===== src/rtl/rom_access_arbiter_pkg.sv =====
// Shared constants for the ROM access arbiter and the ROM it fronts, so both
// agree on depth, widths and the access state encoding.
package rom_access_arbiter_pkg;

  localparam int ROM_DEPTH = 4096;
  localparam int ROM_AW    = 16;
  localparam int ROM_DW    = 32;

  typedef enum logic [1:0] {
    IDLE = 2'd0,
    READ = 2'd1,
    RESP = 2'd2
  } state_t;

endpackage


===== src/rtl/rom_access_arbiter_if.sv =====
// One requester's view of the ROM arbiter: request/grant with address, and a
// valid/ready response carrying data and an out-of-range flag.
interface rom_access_arbiter_if
  import rom_access_arbiter_pkg::*;
#(
  parameter int AW = ROM_AW,
  parameter int DW = ROM_DW
);

  logic          req;
  logic [AW-1:0] addr;
  logic          gnt;
  logic          rvalid;
  logic          rready;
  logic [DW-1:0] rdata;
  logic          err;

  modport master (output req, addr, rready, input gnt, rvalid, rdata, err);
  modport slave  (input req, addr, rready, output gnt, rvalid, rdata, err);

endinterface


===== src/rtl/rom_access_arbiter_rr_arb2.sv =====
// Two-way round-robin grant logic, purely combinational; the caller owns the
// last-grant register and feeds it back through 'last'.
module rr_arb2 (
  input  logic       req0,
  input  logic       req1,
  input  logic       en,
  input  logic       last,
  output logic [1:0] gnt,
  output logic       last_nxt
);

  always_comb begin
    // NOTE: every output of a combinational block gets a value before any
    // branch; otherwise the uncovered paths infer a latch.
    gnt = 2'b00;
    if (en) begin
      if (req0 && req1) gnt = last ? 2'b01 : 2'b10;
      else              gnt = {req1, req0};
    end
  end

  assign last_nxt = gnt[1] ? 1'b1 : (gnt[0] ? 1'b0 : last);

endmodule


===== src/rtl/rom_access_arbiter.sv =====
// Shares one combinational ROM between instruction fetch (p0) and data load
// (p1): one access per grant, registered address and data, 2-cycle latency.
module rom_access_arbiter
  import rom_access_arbiter_pkg::*;
#(
  parameter int DEPTH = ROM_DEPTH,
  parameter int AW    = ROM_AW,
  parameter int DW    = ROM_DW
) (
  input  logic                      clk,
  input  logic                      rst_n,
  rom_access_arbiter_if.slave       p0,
  rom_access_arbiter_if.slave       p1,
  output logic [AW-1:0]             rom_addr,
  output logic                      rom_read,
  output logic                      rom_en,
  input  logic [DW-1:0]             rom_data,
  output logic                      busy
);

  state_t        state_q, state_d;
  logic          owner_q;
  logic          last_q;
  logic [AW-1:0] addr_q;
  logic [DW-1:0] data_q;
  logic          err_q;

  logic          owner_rready;
  logic          grant_en;
  logic [1:0]    gnt;
  logic          gnt_any;
  logic          last_nxt;
  logic [AW-1:0] gnt_addr;
  logic          gnt_err;
  logic          rvalid0, rvalid1;

  assign owner_rready = owner_q ? p1.rready : p0.rready;

  // Qualified by rst_n so that gnt is also low while reset is held.
  assign grant_en = rst_n &&
                    ((state_q == IDLE) || ((state_q == RESP) && owner_rready));

  rr_arb2 u_arb (
    .req0     (p0.req),
    .req1     (p1.req),
    .en       (grant_en),
    .last     (last_q),
    .gnt      (gnt),
    .last_nxt (last_nxt)
  );

  assign gnt_any  = |gnt;
  assign gnt_addr = gnt[1] ? p1.addr : p0.addr;
  // Widened by one bit so the full-width unsigned compare cannot wrap.
  assign gnt_err  = {1'b0, gnt_addr} >= (AW + 1)'(DEPTH);

  assign p0.gnt = gnt[0];
  assign p1.gnt = gnt[1];

  always_comb begin
    state_d = state_q;
    unique case (state_q)
      IDLE:    if (gnt_any) state_d = READ;
      READ:    state_d = RESP;
      RESP:    if (owner_rready) state_d = gnt_any ? READ : IDLE;
      default: state_d = IDLE;
    endcase
  end

  always_ff @(posedge clk or negedge rst_n) begin
    if (!rst_n) begin
      state_q <= IDLE;
      owner_q <= 1'b0;
      last_q  <= 1'b1;  // "port 1 went last", so port 0 wins the first tie
      addr_q  <= '0;
      data_q  <= '0;
      err_q   <= 1'b0;
    end else begin
      // NOTE: registered state uses non-blocking assignment so every flop
      // samples pre-edge values regardless of statement order.
      state_q <= state_d;
      if (gnt_any) begin
        owner_q <= gnt[1];
        last_q  <= last_nxt;
        addr_q  <= gnt_addr;
        err_q   <= gnt_err;
      end
      // Out-of-range reads never sample the bus, which may be floating.
      if (state_q == READ) data_q <= err_q ? '0 : rom_data;
    end
  end

  assign rom_addr = (state_q == READ) ? addr_q : '0;
  assign rom_en   = (state_q == READ) && !err_q;
  assign rom_read = rom_en;
  assign busy     = (state_q != IDLE);

  assign rvalid0   = (state_q == RESP) && !owner_q;
  assign rvalid1   = (state_q == RESP) &&  owner_q;
  assign p0.rvalid = rvalid0;
  assign p1.rvalid = rvalid1;
  assign p0.rdata  = rvalid0 ? data_q : '0;
  assign p1.rdata  = rvalid1 ? data_q : '0;
  assign p0.err    = rvalid0 && err_q;
  assign p1.err    = rvalid1 && err_q;

endmodule

===== src/flat_wrapper.sv =====
// flat-port wrapper written by rule: the top's interface ports become plain ports
module rom_access_arbiter_flat import rom_access_arbiter_pkg::*;
#(
  parameter int DEPTH = ROM_DEPTH,
  parameter int AW    = ROM_AW,
  parameter int DW    = ROM_DW
)
  (clk, rst_n, rom_addr, rom_read, rom_en, rom_data, busy, p0_req, p0_addr, p0_rready, p0_gnt, p0_rvalid, p0_rdata, p0_err, p1_req, p1_addr, p1_rready, p1_gnt, p1_rvalid, p1_rdata, p1_err);
  rom_access_arbiter_if #(.AW(AW), .DW(DW)) p0_i ();
  rom_access_arbiter_if #(.AW(AW), .DW(DW)) p1_i ();
  input  logic clk;
  input  logic rst_n;
  output logic [AW-1:0] rom_addr;
  output logic rom_read;
  output logic rom_en;
  input  logic [DW-1:0] rom_data;
  output logic busy;
  input wire logic [$bits(p0_i.req)-1:0] p0_req;
  input wire logic [$bits(p0_i.addr)-1:0] p0_addr;
  input wire logic [$bits(p0_i.rready)-1:0] p0_rready;
  output wire logic [$bits(p0_i.gnt)-1:0] p0_gnt;
  output wire logic [$bits(p0_i.rvalid)-1:0] p0_rvalid;
  output wire logic [$bits(p0_i.rdata)-1:0] p0_rdata;
  output wire logic [$bits(p0_i.err)-1:0] p0_err;
  input wire logic [$bits(p1_i.req)-1:0] p1_req;
  input wire logic [$bits(p1_i.addr)-1:0] p1_addr;
  input wire logic [$bits(p1_i.rready)-1:0] p1_rready;
  output wire logic [$bits(p1_i.gnt)-1:0] p1_gnt;
  output wire logic [$bits(p1_i.rvalid)-1:0] p1_rvalid;
  output wire logic [$bits(p1_i.rdata)-1:0] p1_rdata;
  output wire logic [$bits(p1_i.err)-1:0] p1_err;
  assign p0_i.req = p0_req;
  assign p0_i.addr = p0_addr;
  assign p0_i.rready = p0_rready;
  assign p0_gnt = p0_i.gnt;
  assign p0_rvalid = p0_i.rvalid;
  assign p0_rdata = p0_i.rdata;
  assign p0_err = p0_i.err;
  assign p1_i.req = p1_req;
  assign p1_i.addr = p1_addr;
  assign p1_i.rready = p1_rready;
  assign p1_gnt = p1_i.gnt;
  assign p1_rvalid = p1_i.rvalid;
  assign p1_rdata = p1_i.rdata;
  assign p1_err = p1_i.err;
  rom_access_arbiter #(.DEPTH(DEPTH), .AW(AW), .DW(DW)) u_core (.clk(clk), .rst_n(rst_n), .p0(p0_i), .p1(p1_i), .rom_addr(rom_addr), .rom_read(rom_read), .rom_en(rom_en), .rom_data(rom_data), .busy(busy));
endmodule

===== config.mk =====
export PLATFORM = sky130hd
export DESIGN_NAME = rom_access_arbiter_flat
export DESIGN_NICKNAME = d
export VERILOG_FILES = /design/src/rtl/rom_access_arbiter_pkg.sv /design/src/rtl/rom_access_arbiter_if.sv /design/src/rtl/rom_access_arbiter_rr_arb2.sv /design/src/rtl/rom_access_arbiter.sv /design/src/flat_wrapper.sv
export SDC_FILE = /design/constraint.sdc
export NUM_CORES = 1
export LEC_CHECK = 0
export CORE_MARGIN = 3
export CORE_UTILIZATION = 42
export DETAILED_ROUTE_END_ITERATION = 16
export PLACE_DENSITY = 0.84
export SYNTH_ARGS = -nofsm -noshare
export SYNTH_HDL_FRONTEND = slang
export SYNTH_HIERARCHICAL = 1
export SYNTH_SLANG_ARGS = --single-unit

===== constraint.sdc =====
create_clock -name clk -period 5.1 [get_ports clk]
set_input_delay 1.275 -clock clk [delete_from_list [all_inputs] [get_ports clk]]
set_output_delay 1.275 -clock clk [all_outputs]
set_load 0.01 [all_outputs]

# Word level (Yosys, flattened, before mapping)
# Index checks and enable logic that the tools add are counted.
# Widths: inputs -> output; s select.
# totals
regBits	53
input_bits	70
output_inout_bits	89
wordCells	43
# op_classes
order_cmp	1
eq_ne	4
muxes	15
n_reduce_logical	17
# ops
op	n
$mux 32	3
$mux 16	2
$ge 16x13->1 const B	1
$mux 2	5
$logic_and 1x1->1	8
$pmux 2 s3	1
$mux 1	4
$ne 2x1->1 const B	2
$reduce_and 2->1	2
$reduce_bool 2->1	2
$eq 2x1->1 const B	1
$eq 2x2->1 const B	1
$logic_not 1->1	2
$logic_not 2->1	1
$reduce_or 2->1	1
$logic_or 1x1->1	1

# Longest topological paths before layout
# Gate-level depths: netlist (run 1).
# depth
ltp_word	9
depth_mapped	9
depth_no_buf	8

# Modules after synthesis
# Netlist (run 1), hierarchy kept.
# modules_own_cells
mod	n_inst	cells_per_inst	area_per_inst_um2	seq_area_each_um2
rom_access_arbiter	1	326	2909.0	1327.5
rr_arb2	1	7	36.3	0.0

# Least setup slack after synthesis (run 1)
# No wires, ideal clock.
# synth_path
path_kind	in2out
from	input p1_rready
to	output p1_gnt
arrival_time_ns	1.961
required_ns	3.825
setup_slack_ns	1.864
path_stages	5
path_buffers	0
path_cell_list	mux2i_1 -> a21oi_1 -> and2_1 -> nand2_1 -> a21oi_1
# synth_via
elab_chain_len	5
# synth_lines
item	line_no	rtl
start, declared	flat_wrapper.sv:27	input wire logic [$bits(p1_i.rready)-1:0] p1_rready;
$mux 1	rom_access_arbiter.sv:37	assign owner_rready = owner_q ? p1.rready : p0.rready;
$logic_and 1x1->1	rom_access_arbiter.sv:41	((state_q == IDLE) || ((state_q == RESP) && owner_rready));
$logic_or 1x1->1	rom_access_arbiter.sv:41	
$logic_and 1x1->1	rom_access_arbiter.sv:40	assign grant_en = rst_n &&
named net u_core.grant_en	rom_access_arbiter.sv:29	logic grant_en;
$mux 2	rom_access_arbiter_rr_arb2.sv:16	if (en) begin
end, declared	flat_wrapper.sv:28	output wire logic [$bits(p1_i.gnt)-1:0] p1_gnt;
# The timed path passes the listed nets, and every way through them passes these cells.

# Final worst setup path (run 1)
# layout_path
from	input p0_rready
to	output p1_gnt
# layout_via
elab_chain_len	5
# layout_lines
item	line_no	rtl
start, declared	flat_wrapper.sv:20	input wire logic [$bits(p0_i.rready)-1:0] p0_rready;
$mux 1	rom_access_arbiter.sv:37	
$logic_and 1x1->1	rom_access_arbiter.sv:41	
$logic_or 1x1->1	rom_access_arbiter.sv:41	
$logic_and 1x1->1	rom_access_arbiter.sv:40	
named net u_core.grant_en	rom_access_arbiter.sv:29	
$mux 2	rom_access_arbiter_rr_arb2.sv:16	
# The timed path passes the listed nets, and every way through them passes these cells.

==> results.json, run 1 <==
{
  "path_class": "primary input to output pin",
  "regToRegEndpoint": "u_core/err_q$_DFFE_PN0P_",
  "ios": 159,
  "dp_hpwl_um": 6010,
  "clockBufferDepth": 2,
  "fin_crit_sh": 0.835,
  "ys_ff_latch": 53,
  "synthCells": 333,
  "ys_warn_count": 6,
  "dieArea_um2": 8050,
  "cts.sinks": 53,
  "drc_errors": 0,
  "dp_slack_ns": 0.835,
  "overflow": 0,
  "startpoint_type": "primary input",
  "track_usage": 0.196,
  "post_cts_buffers": 0,
  "cp_slowest_cell": "clkdlybuf4s50_1",
  "yosysMostFrequentCell": "and2_1",
  "p_int_mw": 1.05,
  "drtIter0Drc": 82,
  "tns_ns": 0,
  "place_congestion": 0.762,
  "die_y_um": 89.7,
  "synth_cell_types": 30,
  "fp-row-count": 29,
  "p_comb_frac": 0.368,
  "wl_per_cell_um": 14.2,
  "viasPerCell": 4.83,
  "relSlewSlack": 0.329,
  "critPathCapture": "p1_gnt",
  "synthFlopType": "dfrtp_1",
  "grt_pass1_vias": 2683,
  "cts-resized-gates": 0,
  "crit_path_frequent_cell": "clkdlybuf4s50_1",
  "grt_setup_unrepaired": "false",
  "hold_buffers": 0,
  "dr.pass1.iters": 4,
  "p_per_area_nw_per_um2": 339,
  "ys_seq_area_frac": 0.451,
  "h-tree-depth": 2,
  "p_total_mw": 1.59,
  "grt_pass1_wl_um": 13200,
  "cts_tree": "done",
  "endpoint_kind": "output pin",
  "cp_cell_sequence": "clkdlybuf4s50_1 > mux2i_1 > a21oi_1 > and2_1 > nand2_1 > a21oi_2 > clkdlybuf4s50_1",
  "async_flop_share": 1.00,
  "final_nets": 548,
  "drv_slew": 0,
  "vdd_ir_drop_max_uv": 202,
  "setup-violations-final": 0,
  "critPathArrivalTime_ns": 2.98,
  "slowest_delay_ns": 0.56,
  "antennaDiodeCount": 0,
  "grt_start_max_net_pins": 54,
  "cp.required_ns": 3.83,
  "hold_viol": 0,
  "worst_pin_slew_ns": 1.01,
  "path_max_fanout": 3,
  "r2r_slack_ns": 2.96,
  "drive_gt1_frac": 0.0438,
  "avgSynthCellArea_um2": 8.84,
  "period_minus_slack_ns": 4.26,
  "cts_buffers": 5,
  "synth_area_um2": 2950,
  "synth_top_area_cell": "dfrtp_1",
  "clock_skew_ns": 0.00661,
  "cap_violations": 0,
  "max_freq_mhz": 235,
  "antenna_left": 0,
  "synth.area.top_cells": "dfrtp_1, and2_1, nand2_1",
  "start_util": 0.448,
  "io_buffers": 158,
  "yosys-top-cells-count": "and2_1, nand2_1, dfrtp_1, nand3b_1",
  "hp-class": "register to register",
  "rr_startpoint": "u_core/owner_q$_DFFE_PN0P_",
  "synth-edff-count": 0,
  "cts_root_buf": "clkbuf_8",
  "finalWirelength_um": 8130,
  "clk_pin_slew_worst_paths_ns": 0.10,
  "die_x_um": 89.7,
  "p_switching_mw": 0.535,
  "via_count": 2765,
  "rr_worst_depth": 9,
  "synth_top_area_share": 0.442,
  "syn_nets": 403,
  "startpoint": "p0_rready",
  "seqPwrFrac": 0.423,
  "clkLatencyLatePin_ns": 0.30,
  "syn2layout_area_growth_pct": 58.8,
  "status": "completed",
  "clock_power_share": 0.210,
  "core_um2": 6570,
  "antenna_found_initial": 0,
  "power_leakage_nw": 2.05,
  "timing.final.ws_setup_ns": 0.842,
  "swShare": 0.338
}
critical path, delay by kind of cell:
kind	cells	cell delay, ns
buffers and inverters	2	1.01
and+or+nand+nor	2	0.29
muxes	1	0.07
AOI/OAI and AO/OA	2	0.34
routing by layer:
layer,vias to the layer above,part of all wire,track usage
li1,1352,-,-
met2,113,0.48,0.337
met5,-,0,0
met1,1292,0.42,0.230
met4,0,0.012,0.0485
met3,8,0.094,0.0793
sequential cells by signal, summed over array words and instances, names as in the netlist:
name / count
u_core/state_q: 2
u_core/data_q: 32
u_core/owner_q: 1
u_core/err_q: 1
u_core/addr_q: 16
u_core/last_q: 1
layout make-up:
type                    instances  area [µm²]
fillers                       535        1890
inverters                       2        7.51
clock inverters                 3        65.1
repair buffers                163        1610
well taps                      93         116
multi-input cells             253        1480
flip-flops and latches         53        1330
clock buffers                   5        68.8
worst min path at each step:
stage / cells after the start / from / end
floorplan: 2 / u_core/data_q[0]$_DFFE_PN0N_ / u_core/data_q[0]$_DFFE_PN0N_
global placement: 2 / u_core/data_q[15]$_DFFE_PN0N_ / u_core/data_q[15]$_DFFE_PN0N_
global route: 2 / u_core/data_q[27]$_DFFE_PN0N_ / u_core/data_q[27]$_DFFE_PN0N_
CTS: 2 / u_core/data_q[26]$_DFFE_PN0N_ / u_core/data_q[26]$_DFFE_PN0N_
finish: 2 / u_core/data_q[26]$_DFFE_PN0N_ / u_core/data_q[26]$_DFFE_PN0N_
detailed placement: 2 / u_core/data_q[26]$_DFFE_PN0N_ / u_core/data_q[26]$_DFFE_PN0N_
through the flow:
step	cells	hold WS (ns)	utilization	instance area, µm²
floorplan	333	0.444	-	2950
global placement	564	0.456	0.692	4540
detailed placement	564	0.464	0.692	4540
CTS	572	0.485	0.712	4680
global route	572	0.514	0.712	4680
finish	572	0.482	0.712	4680
power groups by stage:
stage               sequential (mW)  combinational, mW  clock [mW]
finish                        0.670              0.583       0.332
global route                  0.694              0.648       0.354
CTS                           0.672              0.592       0.338
detailed placement            0.679              0.592           0
global placement              0.671              0.571           0
floorplan                     0.634              0.371           0
kinds of logic after synthesis:
kind of cell           share of synthesized area
AOI/OAI and AO/OA                         0.0484
buffers and inverters                     0.0497
DFF                                        0.451
muxes                                     0.0548
and+or+nand+nor                            0.396
layout by cell type, fill, tap and decap left out, drive strengths merged, types with 2 or more instances in the layout:
cell           instances
a21oi                  6
and2                  84
buf                    6
bufinv                 2
clkbuf                 5
clkdlybuf4s50        157
dfrtp                 52
inv                    2
mux2i                 15
nand2                 81
nand3b                32
nor2                   5
nor2b                  3
o21ai                 15
No activity file was read; power rests on OpenSTA's default activity.
==> run 2, diff against run 1 <==
CORE_UTILIZATION = 39   (was 42)
PLACE_DENSITY = 0.78   (was 0.84)
clock period = 4.22 ns   (was 5.1 ns; I/O delays follow)
==> run 2 against run 1 <==
Compared with the run above:
- clock-buffer cell count increased by 1
- largest cell class unchanged
- die area up 7.2%
- critical path type unchanged
- sequential share of layout area hardly changed
- critical endpoint unchanged
- clock power up 8.4%
- clock skew increased by 0.0016 ns
- critical path depth unchanged
==> results.json, run 2 (synthesis results as in run 1) <==
{
  "status": "completed",
  "cp.required_ns": 3.16,
  "hold_viol": 0,
  "fin_crit_sh": 0.911,
  "via_count": 2747,
  "regToRegEndpoint": "u_core/err_q$_DFFE_PN0P_",
  "layout_commonest_cell": "clkdlybuf4s50_1",
  "clock_skew_ns": 0.00817,
  "p_switching_mw": 0.641,
  "top_regs": "u_core/data_q x32, u_core/addr_q x16, u_core/state_q x2",
  "hold_end": "u_core/data_q[27]$_DFFE_PN0N_",
  "clkLatencyLatePin_ns": 0.30,
  "rr_worst_depth": 9,
  "overflow": 0,
  "die_y_um": 92.9,
  "fillers": 621,
  "place_congestion": 0.797,
  "setup-violations-final": 0,
  "seqPwrFrac": 0.432,
  "endpoint_kind": "output pin",
  "clockBufferDepth": 2,
  "startpoint_type": "primary input",
  "drv_slew": 0,
  "clk_pin_slew_worst_paths_ns": 0.09,
  "top_register": "u_core/data_q",
  "path_class": "primary input to output pin",
  "antennaDiodeCount": 0,
  "period_minus_slack_ns": 3.84,
  "grt_setup_unrepaired": "false",
  "path_max_fanout": 3,
  "h-tree-depth": 2,
  "p_int_mw": 1.23,
  "cts_root_buf": "clkbuf_8",
  "drtIter0Drc": 111,
  "vdd_ir_drop_max_uv": 227,
  "tns_ns": 0,
  "final_cell_mix": "clkdlybuf4s50_1, and2_1, nand2_1, dfrtp_1, nand3b_1",
  "holdCritStartpoint": "u_core/data_q[27]$_DFFE_PN0N_",
  "finalWirelength_um": 8070,
  "dr.pass1.iters": 4,
  "grt_pass1_wl_um": 13000,
  "syn2layout_area_growth_pct": 58.9,
  "start_util": 0.404,
  "post_cts_buffers": 0,
  "rr_startpoint": "u_core/owner_q$_DFFE_PN0P_",
  "whs_path_depth": 2,
  "r2r_slack_ns": 2.05,
  "worst_pin_slew_ns": 0.928,
  "placed_cells": 571,
  "drc_errors": 0,
  "regArea_um2": 1330,
  "core_um2": 7290,
  "hold_buffers": 0,
  "p_per_area_nw_per_um2": 400,
  "viasPerCell": 4.74,
  "critPathArrivalTime_ns": 2.79,
  "cts-resized-gates": 0,
  "power_leakage_nw": 2.04,
  "relSlewSlack": 0.380,
  "dieArea_um2": 8630,
  "largest_reg_flops": 32,
  "io_buffers": 158,
  "cap_violations": 0,
  "hp-class": "register to register",
  "cts_buffers": 5,
  "max_freq_mhz": 260,
  "swShare": 0.342,
  "antenna_found_initial": 0,
  "p_comb_frac": 0.376,
  "antenna_left": 0,
  "grt_start_max_net_pins": 54,
  "fin_cells": 579,
  "fp-row-count": 31,
  "cts_tree": "done",
  "die_x_um": 92.9,
  "track_usage": 0.187,
  "clock_power_share": 0.192,
  "dp_hpwl_um": 6160,
  "ios": 159,
  "grt_pass1_vias": 2601,
  "multi_input_area_um2": 1480,
  "wl_per_cell_um": 13.9,
  "startpoint": "p1_rready",
  "drive_gt1_frac": 0.0458,
  "final_nets": 549,
  "cts.sinks": 53
}
-- run 2: worst max-delay path: stages --
cell and delay, ns:
clkdlybuf4s50_1 0.46, mux2i_1 0.08, a21oi_1 0.17, and2_1 0.18, nand2_1 0.12, a21oi_2 0.17
clkdlybuf4s50_1 0.56
-- run 2: power by group through the flow --
stage | logic (mW) | registers, mW | clock network [mW]
after detailed placement | 0.718 | 0.820 | 0
after CTS | 0.717 | 0.812 | 0.367
after global placement | 0.696 | 0.814 | 0
after global routing | 0.785 | 0.840 | 0.392
final | 0.704 | 0.809 | 0.360
after floorplan | 0.449 | 0.766 | 0
-- run 2: worst max-delay path by stage --
stage | to | depth (start not counted)
global placement | p1_gnt | 7
finish | p1_gnt | 7
global route | p1_gnt | 7
CTS | p1_gnt | 7
detailed placement | p1_gnt | 7
floorplan | p1_gnt | 5
-- run 2: stage by stage --
step	cell area, µm²	hold slack [ns]	setup slack, ns	power [mW]	utilization
after CTS	4680	0.490	0.374	1.90	0.642
after floorplan	2950	0.444	1.42	1.21	-
final	4680	0.484	0.376	1.87	0.642
after global routing	4680	0.519	0.254	2.02	0.642
after detailed placement	4560	0.469	0.382	1.54	0.625
after global placement	4560	0.455	0.475	1.51	0.625
-- run 2: per-layer routing --
layer / share of wire / track usage / vias up
li1: - / - / 1354
met1: 0.43 / 0.242 / 1273
met2: 0.48 / 0.314 / 111
met3: 0.078 / 0.0447 / 9
met4: 0.012 / 0.0513 / 0
met5: 0 / 0 / -
-- run 2: cell type report --
cell class	instances	area share
multi-input cells	253	0.316
inverters	2	0.00160
repair buffers	164	0.347
flip-flops and latches	53	0.284
well taps	99	0.0265
clock buffers	6	0.0176
clock inverters	2	0.00802
==> run 3, diff against run 2 <==
CORE_ASPECT_RATIO = 1.5   (was not set)
==> run 3 against run 2 <==
Compared with the run above:
- clock power decreased by 4%
- register-to-register slack improved by 0.02 ns
- non-clock buffer count increased by 1
- clock-buffer cell count unchanged
- critical path depth unchanged
- global-route usage increased by 0.77 points
- sequential share of layout area unchanged
- combinational power increased by 1%
- die area increased by 0.26%
- via count decreased by 1.2%
==> results.json, run 3 (synthesis results as in run 1) <==
{
  "status": "completed",
  "max_freq_mhz": 263,
  "drc_errors": 0,
  "grt_start_max_net_pins": 54,
  "cts.sinks": 53,
  "drv_slew": 0,
  "cts_buffers": 5,
  "startpoint_type": "primary input",
  "die_y_um": 112,
  "dr.pass1.iters": 4,
  "grt_pass1_wl_um": 13600,
  "dp_hpwl_um": 6350,
  "largest_reg_flops": 32,
  "vdd_ir_drop_max_uv": 307,
  "grt.met2_usage": 0.367,
  "post_cts_buffers": 0,
  "place_congestion": 0.772,
  "final_cell_mix": "clkdlybuf4s50_1, and2_1, nand2_1, dfrtp_1, nand3b_1",
  "overflow": 0,
  "final_nets": 550,
  "layout_commonest_cell": "clkdlybuf4s50_1",
  "cts_root_buf": "clkbuf_8",
  "hold_viol": 0,
  "clkLatencyLatePin_ns": 0.30,
  "cts_tree": "done",
  "top_usage_layer": "met2",
  "dp_slack_ns": 0.412,
  "h-tree-depth": 2,
  "cp.required_ns": 3.16,
  "antennaDiodeCount": 0,
  "p_per_area_nw_per_um2": 400,
  "cp_cell_sequence": "clkdlybuf4s50_1 > mux2i_1 > a21oi_1 > and2_1 > nand2_1 > a21oi_2 > clkdlybuf4s50_1",
  "antenna_left": 0,
  "multi_input_area_um2": 1480,
  "hold_buffers": 0,
  "fp-row-count": 38,
  "drtIter0Drc": 128,
  "cts-resized-gates": 0,
  "die_x_um": 77.0,
  "track_usage": 0.195,
  "crit_path_frequent_cell": "clkdlybuf4s50_1",
  "critPathArrivalTime_ns": 2.74,
  "fin_util": 0.643,
  "grt_pass1_vias": 2789,
  "slowest_delay_ns": 0.56,
  "p_total_mw": 1.87,
  "worst_pin_slew_ns": 0.891,
  "tns_ns": 0,
  "via_count": 2714,
  "hp-class": "register to register",
  "dieArea_um2": 8650,
  "cap_violations": 0,
  "fin_crit_sh": 0.900,
  "top_register": "u_core/data_q",
  "path_max_fanout": 3,
  "cp_slowest_cell": "clkdlybuf4s50_1",
  "relSlewSlack": 0.406,
  "grt_setup_unrepaired": "false",
  "grtUsageMet1": 0.201,
  "ios": 159,
  "timing.final.ws_setup_ns": 0.423,
  "clockBufferDepth": 2,
  "fillers": 642,
  "setup-violations-final": 0,
  "core_um2": 7270,
  "start_util": 0.405,
  "wl_per_cell_um": 14.5,
  "period_minus_slack_ns": 3.80,
  "endpoint_kind": "output pin",
  "power_leakage_nw": 2.05,
  "io_buffers": 158,
  "viasPerCell": 4.67,
  "antenna_found_initial": 0,
  "clock_skew_ns": 0.00889,
  "top_regs": "u_core/data_q x32, u_core/addr_q x16, u_core/state_q x2",
  "path_class": "primary input to output pin",
  "met3_usage": 0.0674,
  "finalWirelength_um": 8440,
  "regArea_um2": 1330,
  "syn2layout_area_growth_pct": 58.9,
  "clk_pin_slew_worst_paths_ns": 0.09,
  "drive_gt1_frac": 0.0457
}
## run 3: final timing paths
check                                               from                             to  slack, ns  depth (start not counted)
max                                            p1_rready                         p1_gnt       0.42                          7
min                        u_core/data_q[27]$_DFFE_PN0N_  u_core/data_q[27]$_DFFE_PN0N_       0.48                          2
min reg2reg                u_core/data_q[27]$_DFFE_PN0N_  u_core/data_q[27]$_DFFE_PN0N_       0.48                          2
max reg2reg                   u_core/owner_q$_DFFE_PN0P_       u_core/err_q$_DFFE_PN0P_       2.07                          9
max in group asynchronous                          rst_n  u_core/data_q[24]$_DFFE_PN0N_       2.81                          2
min in group asynchronous                          rst_n  u_core/addr_q[10]$_DFFE_PN0P_       0.94                          2
## run 3: power by group
group | internal, mW | total (mW) | switching [mW]
registers | 0.680 | 0.811 | 0.131
logic | 0.361 | 0.713 | 0.352
clock network | 0.178 | 0.347 | 0.169
total | 1.22 | 1.87 | 0.652
## run 3: cell type report
cell class | count | share of cell area
multi-input combinational | 253 | 0.316
timing repair buffer | 165 | 0.348
clock inverter | 2 | 0.00829
clock buffer | 6 | 0.0155
tap | 100 | 0.0267
sequential | 53 | 0.284
inverter | 2 | 0.00160
## run 3: metrics by stage
stage	cell area, µm²	hold slack [ns]	std cells
final	4680	0.477	581
after global routing	4680	0.513	581
after CTS	4680	0.484	581
after detailed placement	4570	0.462	573
after global placement	4570	0.456	573
after floorplan	2950	0.444	333
## run 3: worst max-delay path, delay by kind of cell
kind | cells | cell delay, ns
AO/OA/AOI/OAI | 2 | 0.31
buffers and inverters | 2 | 1.01
multiplexers | 1 | 0.08
AND/OR/NAND/NOR | 2 | 0.29
## run 3: layer usage
metal	wire [µm]	share of wire
met1	3150	0.37
met2	4520	0.53
met3	678	0.080
met4	100	0.012
met5	0	0
